## src/rtl/sqrt_defs.sv

```systemverilog
// Shared definitions for the sequential integer square root: FSM state encodings
// and the default radicand width.
package sqrt_defs;

    localparam int DW_DEFAULT = 8;

    typedef enum logic [1:0] {
        ST_IDLE = 2'd0,
        ST_CALC = 2'd1,
        ST_DONE = 2'd2
    } state_t;

endpackage

```

## src/rtl/isqrt_step.sv

```systemverilog
// One restoring square-root iteration: bring down two radicand bits, trial-subtract (4q+1).
// Purely combinational; the caller registers r_nxt/q_nxt every cycle.
module isqrt_step #(
    parameter int DW = 8
) (
    input  logic [DW/2+1:0] r,
    input  logic [DW/2-1:0] q,
    input  logic [1:0]      bits,
    output logic [DW/2+1:0] r_nxt,
    output logic [DW/2-1:0] q_nxt
);

    localparam int HW = DW / 2;

    logic [HW+3:0] r_sh;
    logic [HW+1:0] t;
    logic          ge;

    // The compare uses the full shifted remainder so no carry is lost; the
    // subtraction result always fits back into HW+2 bits because it is <= 2q.
    always_comb begin
        r_sh  = {r, bits};
        t     = {q, 2'b01};
        ge    = (r_sh >= {2'b00, t});
        q_nxt = {q[HW-2:0], ge};
        r_nxt = ge ? (r_sh[HW+1:0] - t) : r_sh[HW+1:0];
    end

endmodule

```

## src/rtl/isqrt_seq.sv

```systemverilog
// Sequential floor(sqrt(din)) with remainder; done pulses DW/2 cycles after start is accepted.
// start is only accepted in IDLE; requests while busy are dropped, never queued.
module isqrt_seq
    import sqrt_defs::*;
#(
    parameter int DW = DW_DEFAULT
) (
    input  logic            clk,
    input  logic            rst_n,
    input  logic            start,
    input  logic [DW-1:0]   din,
    output logic            busy,
    output logic            done,
    output logic [DW/2-1:0] root,
    output logic [DW/2:0]   rem,
    output logic            exact
);

    localparam int HW = DW / 2;
    localparam int CW = (HW > 1) ? $clog2(HW) : 1;

    state_t          state;
    logic [DW-1:0]   sreg;
    logic [HW+1:0]   r;
    logic [HW-1:0]   q;
    logic [CW-1:0]   cnt;
    logic [HW+1:0]   r_nxt;
    logic [HW-1:0]   q_nxt;

    isqrt_step #(.DW(DW)) u_step (
        .r     (r),
        .q     (q),
        .bits  (sreg[DW-1:DW-2]),
        .r_nxt (r_nxt),
        .q_nxt (q_nxt)
    );

    always_ff @(posedge clk or negedge rst_n) begin
        if (!rst_n) begin
            state <= ST_IDLE;
            sreg  <= '0;
            r     <= '0;
            q     <= '0;
            cnt   <= '0;
            busy  <= 1'b0;
            done  <= 1'b0;
            root  <= '0;
            rem   <= '0;
            exact <= 1'b0;
        end else begin
            case (state)
                ST_IDLE: begin
                    done <= 1'b0;
                    if (start) begin
                        sreg  <= din;
                        r     <= '0;
                        q     <= '0;
                        cnt   <= CW'(HW - 1);
                        busy  <= 1'b1;
                        state <= ST_CALC;
                    end
                end
                ST_CALC: begin
                    sreg <= {sreg[DW-3:0], 2'b00};
                    r    <= r_nxt;
                    q    <= q_nxt;
                    // Results are captured straight from the final step so done
                    // lands on the same edge as the last iteration.
                    if (cnt == '0) begin
                        root  <= q_nxt;
                        rem   <= r_nxt[HW:0];
                        exact <= (r_nxt == '0);
                        done  <= 1'b1;
                        state <= ST_DONE;
                    end else begin
                        cnt <= cnt - CW'(1);
                    end
                end
                ST_DONE: begin
                    done  <= 1'b0;
                    busy  <= 1'b0;
                    state <= ST_IDLE;
                end
                default: begin
                    done  <= 1'b0;
                    busy  <= 1'b0;
                    state <= ST_IDLE;
                end
            endcase
        end
    end

endmodule

```

## config.mk

```make
export PLATFORM = sky130hd
export DESIGN_NAME = isqrt_seq
export DESIGN_NICKNAME = d
export VERILOG_FILES = /design/src/rtl/sqrt_defs.sv /design/src/rtl/isqrt_step.sv /design/src/rtl/isqrt_seq.sv
export SDC_FILE = /design/constraint.sdc
export NUM_CORES = 1
export LEC_CHECK = 0
export CAP_MARGIN = 10
export CELL_PAD_IN_SITES_DETAIL_PLACEMENT = 1
export CELL_PAD_IN_SITES_GLOBAL_PLACEMENT = 1
export CORE_UTILIZATION = 30
export DETAILED_ROUTE_END_ITERATION = 10
export HOLD_SLACK_MARGIN = 0.12
export PLACE_DENSITY_LB_ADDON = 0.25
export SYNTH_ARGS = -nofsm -noshare
export SYNTH_HDL_FRONTEND = slang
export SYNTH_HIERARCHICAL = 1
export SYNTH_SLANG_ARGS = --single-unit
```

## constraint.sdc

```tcl
create_clock -name clk -period 3.16 [get_ports clk]
set_input_delay 0.316 -clock clk [delete_from_list [all_inputs] [get_ports clk]]
set_output_delay 0.316 -clock clk [all_outputs]
set_load 0.01 [all_outputs]
```

==> impl_metrics.tcl <==
set metrics [dict create \
    cp_cell_sequence "ha_1 -> a2111oi_4 -> o31a_2 -> inv_2 -> mux2_4 -> or4_4 -> o41ai_2" \
    synthArstFlopShare_pct 100 \
    path_clk_slew_ns 0.07 \
    nNetsFinal 192 \
    path_depth 7 \
    hold_class "primary input to asynchronous set/reset pin" \
    synth_nets 173 \
    hpwl_mm 2.75 \
    die_h_um 80.4 \
    h-tree-depth 2 \
    cp.arrival_ns 2.81 \
    ir_drop_v 0.000438 \
    holdBufCountCts 0 \
    leakage_nw 1.01 \
    antenna_found_initial 0 \
    worstSetupStartpointType "flop" \
    grt_max_degree 35 \
    final_core_util_pct 36.8 \
    status "finished, final reports clean" \
    cts_sinks 34 \
    setup_violations 0 \
    endpoint_kind "flop" \
    diodes 0 \
    drv_cap 0 \
    syn_inst 154 \
    io_buffers 22 \
    cp.required_ns 3.34 \
    fp.coreArea_mm2 0.00592 \
    cp_max_fo 6 \
    drtPass1Iterations 4 \
    fmax_mhz 380 \
    clockBufferDepth 2 \
    post-route-min-period_ns 2.63 \
    netlist_area_mm2 0.00185 \
    grt_first_pass_wirelength_mm 6.51 \
    floorplan.die_area_mm2 0.00647 \
    ys_types 37 \
    drive_above_1_share_pct 18.4 \
    syn_avg_cell_area_um2 12.0 \
    fin_setup_tns_ns 0 \
    place_congestion 0.796 \
    post-route-period-util_pct 83.2 \
    p_per_area_mw_per_mm2 1250 \
    ctsResizeCount 0 \
    reg2regPathDepth 7 \
    wirelength_mm 3.88 \
    vias 1226 \
    worstSkewPairLatency_ns 0.29 \
    cts_tree "done" \
    hold_ws_ns 0.451 \
    numCtsBuffers 5 \
    ant_nets 0 \
    die_w_um 80.4 \
    initial_core_util_pct 31.2 \
    cts-root-buf "clkbuf_8" \
    ys_ff_latch 34 \
    hold_viol 0 \
    drt_iter0_markers 97 \
    crit_family "compound AO/OA/AOI/OAI gates" \
    vias_per_cell 4.92 \
    synth_ff_type "dfrtp_1" \
    rsz0062_at_grt "false" \
    final_cells 249 \
    worst-path-buf-inv 1 \
    path_class "flop to flop" \
    synth-seq-area-share_pct 46.1 \
    grt_pass1_vias 1315 \
    cpMaxStageDelayCell "or4_4" \
    synthToLayoutAreaGrowth_pct 18.1 \
    yosys_warnings 6 \
    worst_path_largest_cell_delay_ns 0.48 \
    dp.cells 241 \
    grt_usage_pct 13.6 \
    grt_remaining_overflow 0 \
    io_pins 23 \
    synth-edff-count 0 \
    slew_headroom_pct 36.6 \
    rows 28 \
    postCtsSetupBuffers 0 \
    wl_per_cell_um 15.6 \
    clock_skew_ns 0.00437 \
    worst_pin_slew_ns 0.951 \
    drv_slew 0 \
    drcViolationCount 0 \
]
[area by class of cell]
type                       instances  area, µm²
clock inverter                     3       40.0
multi-input combinational         97        853
fill                             641       3740
inverter                          12       45.0
sequential                        34        851
timing repair buffer              23        228
tap                               75       93.8
clock buffer                       5       68.8
[cells in the mapped netlist (2+ instances only)]
library cell / instances / share of area [%]
buf_6: 5 / 3.1
xnor2_1: 3 / 1.4
o21a_1: 2 / 0.81
buf_2: 2 / 0.54
mux2_2: 3 / 1.8
ha_1: 8 / 5.4
a21oi_1: 5 / 1.4
mux2_4: 10 / 8.1
nor2b_1: 6 / 2.0
inv_1: 11 / 2.2
a22oi_1: 3 / 1.2
nand2_1: 9 / 1.8
or3_1: 2 / 0.68
mux2i_1: 6 / 3.3
o21ai_1: 2 / 0.54
a22o_1: 10 / 4.7
buf_4: 4 / 1.6
nor2_1: 5 / 1.0
o21ai_0: 7 / 1.9
dfrtp_1: 34 / 46
[power by group]
group          leakage, nW  internal [mW]  switching (mW)
logic                0.534          0.812           0.714
registers            0.421          0.639           0.169
clock network       0.0579          0.232           0.161
total                 1.01           1.68            1.04
[final timing paths]
path,startpoint,endpoint,slack [ns]
worst max-delay path,r[3],exact,0.53
worst min-delay path,rst_n,r[4],0.45
worst max register to register,r[3],exact,0.53
worst min register to register,done,done,0.49
max in group asynchronous,rst_n,busy,2.40
min in group clk,done,done,0.49
[logic make-up (layout without fill, tap and decap cells)]
kind of cell             after synthesis  in the layout  synth area share, %
AO/OA/AOI/OAI                         39             39                 16.9
flip-flops                            34             34                 46.1
AND/OR/NAND/NOR                       27             27                 8.75
buffers and inverters                 23             43                 7.66
multiplexers                          19             19                 13.2
adder cells (fa/ha/maj)                8              8                 5.42
XOR/XNOR                               4              4                 1.90
[stage by stage]
| stage | setup slack (ns) | cell area (µm²) | total power, mW |
|---|---|---|---|
| floorplan | 0.723 | 1850 | 2.01 |
| global placement | 0.645 | 2070 | 2.31 |
| detailed placement | 0.542 | 2070 | 2.37 |
| CTS | 0.529 | 2180 | 2.78 |
| global route | 0.452 | 2180 | 2.94 |
| finish | 0.530 | 2180 | 2.73 |
[state kept, by name, summed over array words and instances (netlist names)]
| signal | flops |
|---|---|
| r | 6 |
| state | 2 |
| cnt | 2 |
| done | 1 |
| exact | 1 |
| busy | 1 |
| sreg | 8 |
| q | 4 |
| rem | 5 |
| root | 4 |
[layout by cell type, fill, tap and decap left out, types with 5 or more instances in the layout]
cell / netlist / layout
a21oi_1: 5 / 5
nor2b_1: 6 / 6
a22o_1: 10 / 10
mux2_4: 10 / 10
clkdlybuf4s50_1: 0 / 22
clkbuf_8: 0 / 5
o21ai_0: 7 / 7
mux2i_1: 6 / 6
nand2_1: 9 / 9
dfrtp_1: 34 / 34
inv_1: 11 / 11
nor2_1: 5 / 5
ha_1: 8 / 8
[per-layer routing]
layer | vias up | global-route usage, % | routed length (µm) | share of wire [%]
met2 | 24 | 22.7 | 1920 | 50
met5 | - | 0 | 0 | 0
li1 | 575 | - | - | -
met1 | 621 | 16.6 | 1770 | 46
met4 | 0 | 4.82 | 46 | 1.2
met3 | 6 | 4.09 | 143 | 3.7
No activity file was read; power rests on OpenSTA's default activity.
